File: src/rtl/uart_rx_core.sv
// uart_rx_core -- UART receiver with programmable bit period.
//
// Deserializes the asynchronous rx_i line. Supports 5 to 8 data bits,
// optional even/odd parity and a checked stop bit. Each received byte is
// presented on a one-entry valid/ready holding register, together with its
// parity and framing error flags.
//
// Ports:
//   clk_i           sole clock
//   rst_i           synchronous, active-high reset
//   rx_i            asynchronous serial line, idle high
//   clk_div_i       clk_i cycles per bit (values below MIN_DIV use MIN_DIV)
//   data_bits_i     data length: 0->5, 1->6, 2->7, 3->8 bits
//   parity_en_i     1 = parity bit present
//   parity_type_i   0 = even, 1 = odd
//   rx_data_o       received data, LSB = first bit, unused MSBs = 0
//   rx_parity_err_o parity mismatch for the held frame
//   rx_frame_err_o  stop bit sampled low for the held frame
//   rx_valid_o      holding register full
//   rx_ready_i      consumer accepts when rx_valid_o & rx_ready_i
//   overrun_o       one-cycle pulse: finished frame dropped, register full
//   busy_o          receiver is not idle
module uart_rx_core #(
  parameter int unsigned MIN_DIV = 4
) (
  input  logic        clk_i,
  input  logic        rst_i,
  input  logic        rx_i,
  input  logic [15:0] clk_div_i,
  input  logic [1:0]  data_bits_i,
  input  logic        parity_en_i,
  input  logic        parity_type_i,
  output logic [7:0]  rx_data_o,
  output logic        rx_parity_err_o,
  output logic        rx_frame_err_o,
  output logic        rx_valid_o,
  input  logic        rx_ready_i,
  output logic        overrun_o,
  output logic        busy_o
);

  localparam logic [15:0] MIN_DIV_W = 16'(MIN_DIV);

  typedef enum logic [2:0] {
    S_IDLE,
    S_START,
    S_DATA,
    S_PARITY,
    S_STOP,
    S_WAIT_IDLE
  } state_t;

  state_t state_q, state_d;

  // ---------------------------------------------------------------------
  // Line synchronizer and falling-edge detector (all reset to idle high)
  // ---------------------------------------------------------------------
  logic rx_meta_q, rx_sync_q, rx_prev_q;
  logic fall;

  // NOTE: every flop below uses <= so all of them sample the values from
  // before the clock edge; blocking assignments here would collapse the
  // synchronizer chain into a single flop.
  always_ff @(posedge clk_i) begin
    if (rst_i) begin
      rx_meta_q <= 1'b1;
      rx_sync_q <= 1'b1;
      rx_prev_q <= 1'b1;
    end else begin
      rx_meta_q <= rx_i;
      rx_sync_q <= rx_meta_q;
      rx_prev_q <= rx_sync_q;
    end
  end

  assign fall = rx_prev_q & ~rx_sync_q;

  // ---------------------------------------------------------------------
  // Frame configuration and bit timing
  // ---------------------------------------------------------------------
  logic [15:0] div_in;      // clamped divider from the live input
  logic [15:0] div_q;       // divider latched for the current frame
  logic [1:0]  data_bits_q;
  logic        par_en_q;
  logic        par_type_q;
  logic [15:0] cnt_q;
  logic [2:0]  bit_idx_q;
  logic [7:0]  shreg_q;
  logic        par_err_q;
  logic        tick;
  logic        last_bit;
  logic        start_det;
  logic        deliver;

  assign div_in   = (clk_div_i < MIN_DIV_W) ? MIN_DIV_W : clk_div_i;
  assign tick     = (cnt_q == 16'd0);
  assign last_bit = (bit_idx_q == (3'd4 + {1'b0, data_bits_q}));

  always_ff @(posedge clk_i) begin
    if (rst_i) begin
      state_q <= S_IDLE;
    end else begin
      state_q <= state_d;
    end
  end

  // NOTE: state_d, start_det and deliver get a default before the case, so
  // no path through this block leaves them unassigned and no latch appears.
  always_comb begin
    state_d   = state_q;
    start_det = 1'b0;
    deliver   = 1'b0;
    case (state_q)
      S_IDLE: begin
        if (fall) begin
          start_det = 1'b1;
          state_d   = S_START;
        end
      end
      S_START: begin
        // A start bit that is high again at mid-bit was only a glitch.
        if (tick) state_d = rx_sync_q ? S_IDLE : S_DATA;
      end
      S_DATA: begin
        if (tick && last_bit) state_d = par_en_q ? S_PARITY : S_STOP;
      end
      S_PARITY: begin
        if (tick) state_d = S_STOP;
      end
      S_STOP: begin
        if (tick) begin
          deliver = 1'b1;
          // A low stop bit may be a break; wait for the line to go high
          // before looking for another start edge.
          state_d = rx_sync_q ? S_IDLE : S_WAIT_IDLE;
        end
      end
      S_WAIT_IDLE: begin
        if (rx_sync_q) state_d = S_IDLE;
      end
      default: state_d = S_IDLE;
    endcase
  end

  always_ff @(posedge clk_i) begin
    if (rst_i) begin
      div_q       <= 16'd0;
      data_bits_q <= 2'd0;
      par_en_q    <= 1'b0;
      par_type_q  <= 1'b0;
      cnt_q       <= 16'd0;
      bit_idx_q   <= 3'd0;
      shreg_q     <= 8'd0;
      par_err_q   <= 1'b0;
    end else begin
      if (start_det) begin
        div_q       <= div_in;
        data_bits_q <= data_bits_i;
        par_en_q    <= parity_en_i;
        par_type_q  <= parity_type_i;
        // First expiry lands in the middle of the start bit.
        cnt_q       <= (div_in >> 1) - 16'd1;
        bit_idx_q   <= 3'd0;
        shreg_q     <= 8'd0;
        par_err_q   <= 1'b0;
      end else if (state_q inside {S_START, S_DATA, S_PARITY, S_STOP}) begin
        cnt_q <= tick ? (div_q - 16'd1) : (cnt_q - 16'd1);
      end

      // Bits land at their own index, so unused MSBs stay at zero.
      if (state_q == S_DATA && tick) begin
        shreg_q[bit_idx_q] <= rx_sync_q;
        bit_idx_q          <= bit_idx_q + 3'd1;
      end

      // Unused MSBs are zero, so XOR over all 8 bits is the data parity.
      if (state_q == S_PARITY && tick) begin
        par_err_q <= rx_sync_q ^ (^shreg_q) ^ par_type_q;
      end
    end
  end

  // ---------------------------------------------------------------------
  // One-entry holding register towards the consumer
  // ---------------------------------------------------------------------
  logic accept;

  assign accept = rx_valid_o & rx_ready_i;

  // NOTE: the data and flag registers are reset too, not only the valid
  // bit, because their reset value is visible on the outputs.
  always_ff @(posedge clk_i) begin
    if (rst_i) begin
      rx_data_o       <= 8'd0;
      rx_parity_err_o <= 1'b0;
      rx_frame_err_o  <= 1'b0;
      rx_valid_o      <= 1'b0;
      overrun_o       <= 1'b0;
    end else begin
      overrun_o <= 1'b0;
      if (deliver) begin
        // A pop in the same cycle frees the entry for the new frame.
        if (!rx_valid_o || accept) begin
          rx_data_o       <= shreg_q;
          rx_parity_err_o <= par_err_q;
          rx_frame_err_o  <= ~rx_sync_q;
          rx_valid_o      <= 1'b1;
        end else begin
          overrun_o <= 1'b1;
        end
      end else if (accept) begin
        rx_valid_o <= 1'b0;
      end
    end
  end

  assign busy_o = (state_q != S_IDLE);

endmodule

File: config.mk
export PLATFORM = sky130hd
export DESIGN_NAME = uart_rx_core
export DESIGN_NICKNAME = d
export VERILOG_FILES = /design/src/rtl/uart_rx_core.sv
export SDC_FILE = /design/constraint.sdc
export NUM_CORES = 1
export LEC_CHECK = 0
export ABC_AREA = 1
export CAP_MARGIN = 20
export CORE_MARGIN = 2
export CORE_UTILIZATION = 52
export CTS_CLUSTER_DIAMETER = 60
export CTS_CLUSTER_SIZE = 8
export DETAILED_ROUTE_END_ITERATION = 8
export GPL_ROUTABILITY_DRIVEN = 0
export PLACE_DENSITY = 0.87
export SYNTH_ARGS = -nofsm -noshare
export SYNTH_HDL_FRONTEND = slang
export SYNTH_SLANG_ARGS = --single-unit
export TNS_END_PERCENT = 10
File: constraint.sdc
create_clock -name clk_i -period 2 [get_ports clk_i]
set_input_delay 0.4 -clock clk_i [delete_from_list [all_inputs] [get_ports clk_i]]
set_output_delay 0.4 -clock clk_i [all_outputs]
set_load 0.01 [all_outputs]
Word level (Yosys, flattened, before mapping)
Cells that the tools add are included.
{"block": "word_totals", "word_cells": 95, "regBits": 66, "in_bits": 24, "out_inout_bits": 13}
{"block": "classes", "n_reduce_logical": 19, "add_sub_neg": 5, "n_eq_ne": 13, "order_cmp": 3, "bitwise": 6, "muxes": 32}
{"operator": "$mux W16", "n": 4}
{"operator": "$sub A16 B1 Y16 const B", "n": 2}
{"operator": "$mux W3", "n": 10}
{"operator": "$mux W8", "n": 3}
{"operator": "$pmux W3 S6", "n": 1}
{"operator": "$logic_not A16 Y1", "n": 1}
{"operator": "$lt A16 B3 Y1 const B", "n": 1}
{"operator": "$sub A15 B1 Y16 const B", "n": 1}
{"operator": "$ne A2 B2 Y1 const B", "n": 6}
{"operator": "$mux W1", "n": 11}
{"operator": "$bwmux W8", "n": 1}
{"operator": "$reduce_bool A2 Y1", "n": 4}
{"operator": "$reduce_xor A8 Y1", "n": 1}
{"operator": "$eq A3 B2 Y1 const B", "n": 2}
{"operator": "$eq A3 B3 Y1 const B", "n": 2}
{"operator": "$reduce_and A6 Y1", "n": 1}
{"operator": "$logic_and A1 B1 Y1", "n": 4}
{"operator": "$lt A3 B4 Y1 const B", "n": 1}
{"operator": "$reduce_and A2 Y1", "n": 2}
{"operator": "$reduce_bool A4 Y1", "n": 1}
{"operator": "$add A3 B1 Y3 const B", "n": 1}
{"operator": "$add A3 B2 Y3 const A", "n": 1}
{"operator": "$demux W1 S3", "n": 1}
{"operator": "$eq A3 B1 Y1 const B", "n": 1}
{"operator": "12 further kinds", "n": 15}

Longest topological paths before layout
Gate-level depths: netlist of run 1.
{"block": "logic_depth", "depth_word": 8, "ltp_mapped": 18, "depth_no_buf": 18}

Least setup slack after synthesis of run 1
No wires, ideal clock.
{"block": "synth_timing", "path_type": "register to register", "startpoint": "register state_q[0]", "endpoint": "register cnt_q[10]", "n_path_buf": 1, "arrival_ns": 1.898, "setup_time_ns": 0.109, "required_time_ns": 1.891, "synth_period_minus_slack_ns": 2.007, "path_stages_with_launch": 17, "path_slack_ns": -0.007, "path_cell_list": "dfxtp_1 nor2_4 nand2_4 inv_2 nand2_4 buf_6 a21oi_2 ha_1 inv_1 nor2_2 nand2_4 nor2_8 nand2_1 nand2_1 nand3_1 nand2_1 inv_1"}
{"block": "synth_between", "elab_chain_cells": 3, "elab_cells_between_ends": 9, "cone_classes": "eq/ne: 4; mux: 2; reduce/logical: 3"}
{"element": "start: declaration", "line": "53", "text": "state_t state_q, state_d;"}
{"element": "start signal: assignment", "line": "103", "text": "state_q <= state_d;"}
{"element": "$eq A3 B1 Y1, or another cell as far along", "line": "166", "text": "end else if (state_q inside {S_START, S_DATA, S_PARITY, S_STOP}) begin"}
{"element": "$reduce_bool A4 Y1 or $mux W1 (tied branches)", "line": "166, 113"}
{"element": "$reduce_bool A2 Y1 (no source line) or $mux W16 (tied branches)"}
{"element": "end signal: assignment", "line": "162", "text": "cnt_q <= (div_in >> 1) - 16'd1;"}
{"element": "end signal: assignment", "line": "167", "text": "cnt_q <= tick ? (div_q - 16'd1) : (cnt_q - 16'd1);"}
{"element": "end: declaration", "line": "86", "text": "logic [15:0] cnt_q;"}
Several ways; a longest one is shown, not always the timed one.
A chain may end at the register's enable or synchronous reset.

Worst setup path after layout of run 1
{"block": "layout_timing", "startpoint": "register cnt_q[13]", "endpoint": "register cnt_q[15]"}
{"block": "layout_between", "elab_chain_cells": 4, "elab_cells_between_ends": 5, "cone_classes": "add/sub: 1; mux: 3; reduce/logical: 1"}
{"element": "$sub A16 B1 Y16 or $logic_not A16 Y1 (tied branches)", "line": "167, 96"}
{"element": "$mux W16 *", "line": "167"}
{"element": "$mux W16 *", "line": "166"}
{"element": "$mux W16 *", "line": "156", "text": "if (start_det) begin"}
Mark *: on every way between the ends. The rest lies on a longest branch, timed or not. The select of a mux whose other input is x is not followed.

==> results.json, run 1 <==
{
  "initial_core_util": 0.546,
  "fmax_mhz": 463,
  "cp_data_required_time_ps": 2250,
  "die_y_um": 88.9,
  "yosysWarnings": 0,
  "post_synth_num_cell_types": 39,
  "worstRegToRegCells": 16,
  "tns_ps": -806,
  "synth_top_family_by_area": "simple AND/OR/NAND/NOR gates",
  "final.period_utilization": 1.08,
  "synth_fa_ha_area_frac": 0.00667,
  "port_buffers": 36,
  "die_x_um": 88.9,
  "synth_fp_nets": 559,
  "area.growth.synth_to_final_pct": 35.0,
  "final-hold-violation-count": 0,
  "critPathMaxFanout": 7,
  "nets": 644,
  "wire_per_inst_um": 15.6,
  "yosys.area_share.simple": 0.346,
  "grt_pass1_wl_um": 16600,
  "cts_buffer_depth": 2,
  "r2r-end": "cnt_q[15]",
  "end_kind": "register",
  "powerDensity_nw_per_um2": 1640,
  "peakVddDrop_v": 0.000861,
  "hold_depth": 1,
  "drv_slew": 0,
  "syn_avg_cell_area_um2": 7.04,
  "post_synth_mux_area_share": 0,
  "grt_pass1_vias": 3686,
  "final_cell_mix": "nor2_1, inv_1, nand2_1, dfxtp_1, buf_4",
  "min_from": "rx_meta_q",
  "seq_area_frac_synth": 0.352,
  "synth_area_um2": 3750,
  "dr.pass1.iters": 8,
  "via_per_inst": 5.64,
  "synth_compound_area_frac": 0.152,
  "hold_path_class": "reg2reg",
  "setup_viol": 11,
  "synthFlopType": "dfxtp_1",
  "antenna_found_initial": 0,
  "start_kind": "register",
  "cts_buffers": 9,
  "rsz0062_at_grt": "true",
  "grt_util_all_layers": 0.270,
  "drc": 0,
  "htree_levels": 3,
  "relSlewSlack": 0.562,
  "final_common_cell": "nor2_1",
  "status": "finished with violations",
  "cts_hold_buf": 0,
  "drt_iter0_markers": 348,
  "clkSinkCount": 66,
  "ant_nets": 0,
  "path_class": "reg2reg",
  "vias": 4055,
  "drive_above_1_share": 0.319,
  "coreArea_um2": 6870,
  "syn_inst": 533,
  "rows": 30,
  "grt_max_degree": 32,
  "clk_pin_slew_worst_paths_ps": 80,
  "max_cap_viol_count": 0,
  "synth_xor_area_frac": 0.0280,
  "timing.rr.start": "cnt_q[13]",
  "p_leak_uw": 0.00224,
  "finalWirelength_um": 11300,
  "worst_pin_slew_ps": 647,
  "clock_latency_ps": 360,
  "final.fill_count": 473,
  "dp_hpwl_um": 6520,
  "die-area_um2": 7910,
  "cts_tree": "built",
  "utilization": 0.737,
  "setup_ws_ps": -159,
  "antennaDiodeCount": 0,
  "fin_crit_ps": 2160,
  "ys_seq_elements": 66,
  "reg2reg_slack_ps": -160,
  "hold_end": "rx_sync_q",
  "violations": "setup timing",
  "num_io_pins": 37,
  "synth_edf_count": 0,
  "cts_root_buf": "clkbuf_8",
  "critPathArrivalTime_ps": 2410,
  "skew_ps": 14.6,
  "async_flop_share": 0,
  "overflow": 0
}
==> stage by stage <==
step	hold WS (ps)	area (um^2)	setup slack, ps	total power (uW)	instances
global placement	394	4410	-596	5590	682
floorplan	389	3760	20.3	4720	533
CTS	418	4820	-19.2	7350	710
detailed placement	400	4410	-744	5730	682
global route	442	5060	-296	8760	719
finish	423	5060	-159	8300	719
==> cell type report <==
type	instances	area, um^2	area share
clock buffers	9	124	0.0245
clock inverters	7	53.8	0.0106
inverters	83	317	0.0625
multi-input cells	364	2230	0.441
flip-flops and latches	66	1350	0.266
well taps	96	120	0.0237
repair buffers	94	866	0.171
==> power breakdown <==
| part | internal [uW] | leakage [uW] | switching [uW] | total (uW) |
|---|---|---|---|---|
| sequential | 1590 | 0.000544 | 205 | 1800 |
| clock | 457 | 0.0000822 | 592 | 1050 |
| combinational | 2150 | 0.00161 | 3300 | 5450 |
| total | 4200 | 0.00224 | 4100 | 8300 |
==> routing by layer <==
metal  vias to the layer above  wire length, um  track usage
met5                         -                0            0
met4                         0              353        0.113
met3                        40              874       0.0693
met2                       211             5540        0.456
met1                      1928             4480        0.329
li1                       1876                -            -
==> cells by family after synthesis <==
kind of cell | after synthesis
and+or+nand+nor | 252
xor gates and xnor gates | 12
AOI/OAI and AO/OA | 98
adders and majority gates | 2
buffers and inverters | 103
DFF | 66
==> cells in the mapped netlist (6+ instances only) <==
library cell | count | area [um^2]
nor2_1 | 81 | 304
nand2_1 | 77 | 289
inv_1 | 72 | 270
dfxtp_1 | 66 | 1320
a21oi_1 | 36 | 180
o21ai_0 | 33 | 165
nand3_1 | 27 | 135
nand2_2 | 14 | 87.6
nor2_4 | 11 | 124
clkbuf_1 | 10 | 37.5
inv_2 | 10 | 37.5
nand3_2 | 9 | 90.1
nand3b_1 | 9 | 67.6
a22oi_1 | 7 | 52.6
a311oi_1 | 7 | 61.3
xnor2_1 | 7 | 61.3
nor2_2 | 6 | 37.5
nor3_1 | 6 | 30.0
==> state kept, by name (all words and copies together), names as in the netlist, 2 cells and up <==
signal,flops
cnt_q,16
rx_data_o,8
state_q,3
data_bits_q,2
shreg_q,8
div_q,16
bit_idx_q,3
==> worst max path at each step <==
stage / startpoint / endpoint / slack, ps
floorplan: cnt_q[6] / cnt_q[10] / 20
global placement: clk_div_i[12] / cnt_q[10] / -600
detailed placement: clk_div_i[8] / cnt_q[10] / -740
CTS: cnt_q[9] / cnt_q[10] / -20
global route: cnt_q[7] / cnt_q[15] / -300
finish: cnt_q[13] / cnt_q[15] / -160
==> timing repair <==
item	CTS	global route
pin swaps	31	29
gates resized for setup	50	58
buffers inserted	13	9
setup endpoints to repair	14	33
==> critical path, stage by stage (launching register included) <==
cell and delay, ps:
dfxtp_2 340, nor2_4 110, nand2_2 80, nor2_4 120
buf_12 140, buf_6 130, nand3b_1 110, nand3_1 140
nand2_2 120, nor2_4 140, nand2_4 90, nor2_8 190
nand2_2 60, nand2_1 70, nand3_1 90, nand2_1 80
inv_1 50
No activity file was read; power rests on OpenSTA's default activity.
==> run 2: changes to the inputs <==
- CORE_UTILIZATION: 52 -> 57
- GPL_ROUTABILITY_DRIVEN: 0 -> not set
- PLACE_DENSITY: 0.87 -> 0.9
- clock period: 2 -> 2.4 ns (I/O delays scaled with it)
==> run 2 against run 1 <==
- the flow now finishes without violations
- routed wire length down 18%
- total power down 31%
- clock-buffer cell count unchanged
- cell count down 7.5%
- register-to-register slack better by 380 ps
- hold slack worse by 14 ps
- critical endpoint is now cnt_q[10]
- highest routed layer unchanged
==> results.json, run 2 (synthesis results as in run 1) <==
{
  "end_kind": "register",
  "overflow": 0,
  "grt_pass1_vias": 3432,
  "nets": 609,
  "clkSinkCount": 66,
  "dr.pass1.iters": 5,
  "clock_latency_ps": 360,
  "dp_hpwl_um": 6230,
  "crit_top_cell": "nand2_1",
  "antenna_found_initial": 0,
  "grt_util_all_layers": 0.265,
  "worst_path_max_delay_cell": "clkdlybuf4s50_1",
  "met3WireLength_um": 679,
  "p_leak_uw": 0.00201,
  "die_y_um": 85.1,
  "fin_crit_ps": 2290,
  "powerDensity_nw_per_um2": 1270,
  "reg_top3": "cnt_q x16, div_q x16",
  "tns_ps": 0,
  "skew_ps": 13.0,
  "coreArea_um2": 6350,
  "setup_ws_ps": 114,
  "cp_data_required_time_ps": 2660,
  "finalWirelength_um": 9230,
  "die_x_um": 85.1,
  "finalNonFillerCells": 665,
  "final.fill_count": 477,
  "max_cap_viol_count": 0,
  "drc": 0,
  "port_buffers": 36,
  "relSlewSlack": 0.550,
  "cts_buffers": 9,
  "cp_slowest_stage_delay_ps": 440,
  "setup_viol": 0,
  "wire_per_inst_um": 13.9,
  "via_per_inst": 5.51,
  "placed_area_um2": 4260,
  "rows": 29,
  "reg2reg_slack_ps": 220,
  "dp_cells": 648,
  "seq_area_um2": 1320,
  "worstRegToRegCells": 16,
  "final-hold-violation-count": 0,
  "status": "complete, no violations",
  "grt_pass1_wl_um": 15500,
  "wl_met2_um": 4630,
  "hold_path_class": "reg2reg",
  "min_from": "rx_meta_q",
  "path_class": "in2reg",
  "initial_core_util": 0.591,
  "vias": 3661,
  "grt_max_degree": 37,
  "worst_pin_slew_ps": 664,
  "r2r-end": "cnt_q[8]",
  "stdcell_area_um2": 4520,
  "drive_above_1_share": 0.180,
  "cts_hold_buf": 0,
  "drv_slew": 0,
  "area.growth.synth_to_final_pct": 20.5,
  "ant_nets": 0,
  "cts_root_buf": "clkbuf_8",
  "die-area_um2": 7250,
  "top_layer_used": "met4",
  "timing.rr.start": "cnt_q[8]",
  "dpl_worst_slack_ps": -391,
  "start_kind": "primary input",
  "worst-path-stages": 18,
  "hold_depth": 1,
  "cp_num_buf_inv": 3,
  "drt_iter0_markers": 316,
  "gp_congestion": 0.867,
  "critPathArrivalTime_ps": 2540,
  "cts_tree": "built",
  "final_common_cell": "nor2_1",
  "final_cell_mix": "nor2_1, nand2_1, inv_1, dfxtp_1",
  "path_cells": "clkdlybuf4s50_1, nor2_1, nand2_1, nor2_4, nand3_2, nand2_1, nor2_1, a21oi_2, ha_1, inv_2, nor2_4, nand2_4, nor2_8, nand2_1, nand2_1, nand3_1, nand2_1, inv_1",
  "critPathTopFamily": "simple AND/OR/NAND/NOR gates",
  "critPathMaxFanout": 6,
  "clk_pin_slew_worst_paths_ps": 80,
  "cts_buffer_depth": 2,
  "peakVddDrop_v": 0.000867,
  "drt-met1-wl_um": 3800,
  "fmax_mhz": 437,
  "final.period_utilization": 0.952,
  "htree_levels": 3,
  "num_io_pins": 37,
  "p_total_uw": 5760,
  "hold_end": "rx_sync_q",
  "antennaDiodeCount": 0,
  "multi_input_area_um2": 2020
}
==> run 2: cell count changes in the layout (fill, tap and decap cells not counted), sizes merged <==
cell           before  now
bufinv              0    2
clkdlybuf4s50      25   36
clkinvlp            3    2
dlymetal6s2s        3    0
dlygate4sd2         8    0
inv                85   84
buf                58   23
==> run 2: worst max path at each step <==
stage / endpoint / start / slack (ps)
after floorplan: cnt_q[10] / clk_div_i[12] / 320
after global placement: cnt_q[10] / clk_div_i[12] / -230
after detailed placement: cnt_q[10] / clk_div_i[15] / -390
after CTS: cnt_q[10] / clk_div_i[15] / 50
after global routing: cnt_q[8] / clk_div_i[15] / -20
final: cnt_q[10] / clk_div_i[15] / 110
==> run 2: per-stage QoR <==
stage	utilization	hold slack (ps)
finish	0.712	409
global placement	0.672	393
CTS	0.707	409
floorplan	-	389
global route	0.712	439
detailed placement	0.672	392
==> run 2: power breakdown <==
group	leakage, uW	internal (uW)	switching [uW]
clock network	0.000106	593	469
registers	0.000537	1290	141
logic	0.00137	1120	2140
total	0.00201	3010	2750
==> run 2: layer usage <==
layer  vias up  track usage
li1       1807            -
met1      1686        0.328
met2       154        0.459
met3        14       0.0652
met4         0       0.0722
met5         -            0
==> run 2: final cells by class <==
class / count / area share
Tap cell: 77 / 0.0213
Clock inverter: 7 / 0.0224
Multi-Input combinational cell: 364 / 0.447
Timing Repair Buffer: 59 / 0.121
Sequential cell: 66 / 0.292
Clock buffer: 9 / 0.0274
Inverter: 83 / 0.0689
==> run 2: timing repair <==
action,CTS,global route
pin swaps,0,6
setup endpoints to repair,1,7
cloned,0,0
buffers inserted,0,1
resized for setup,1,7
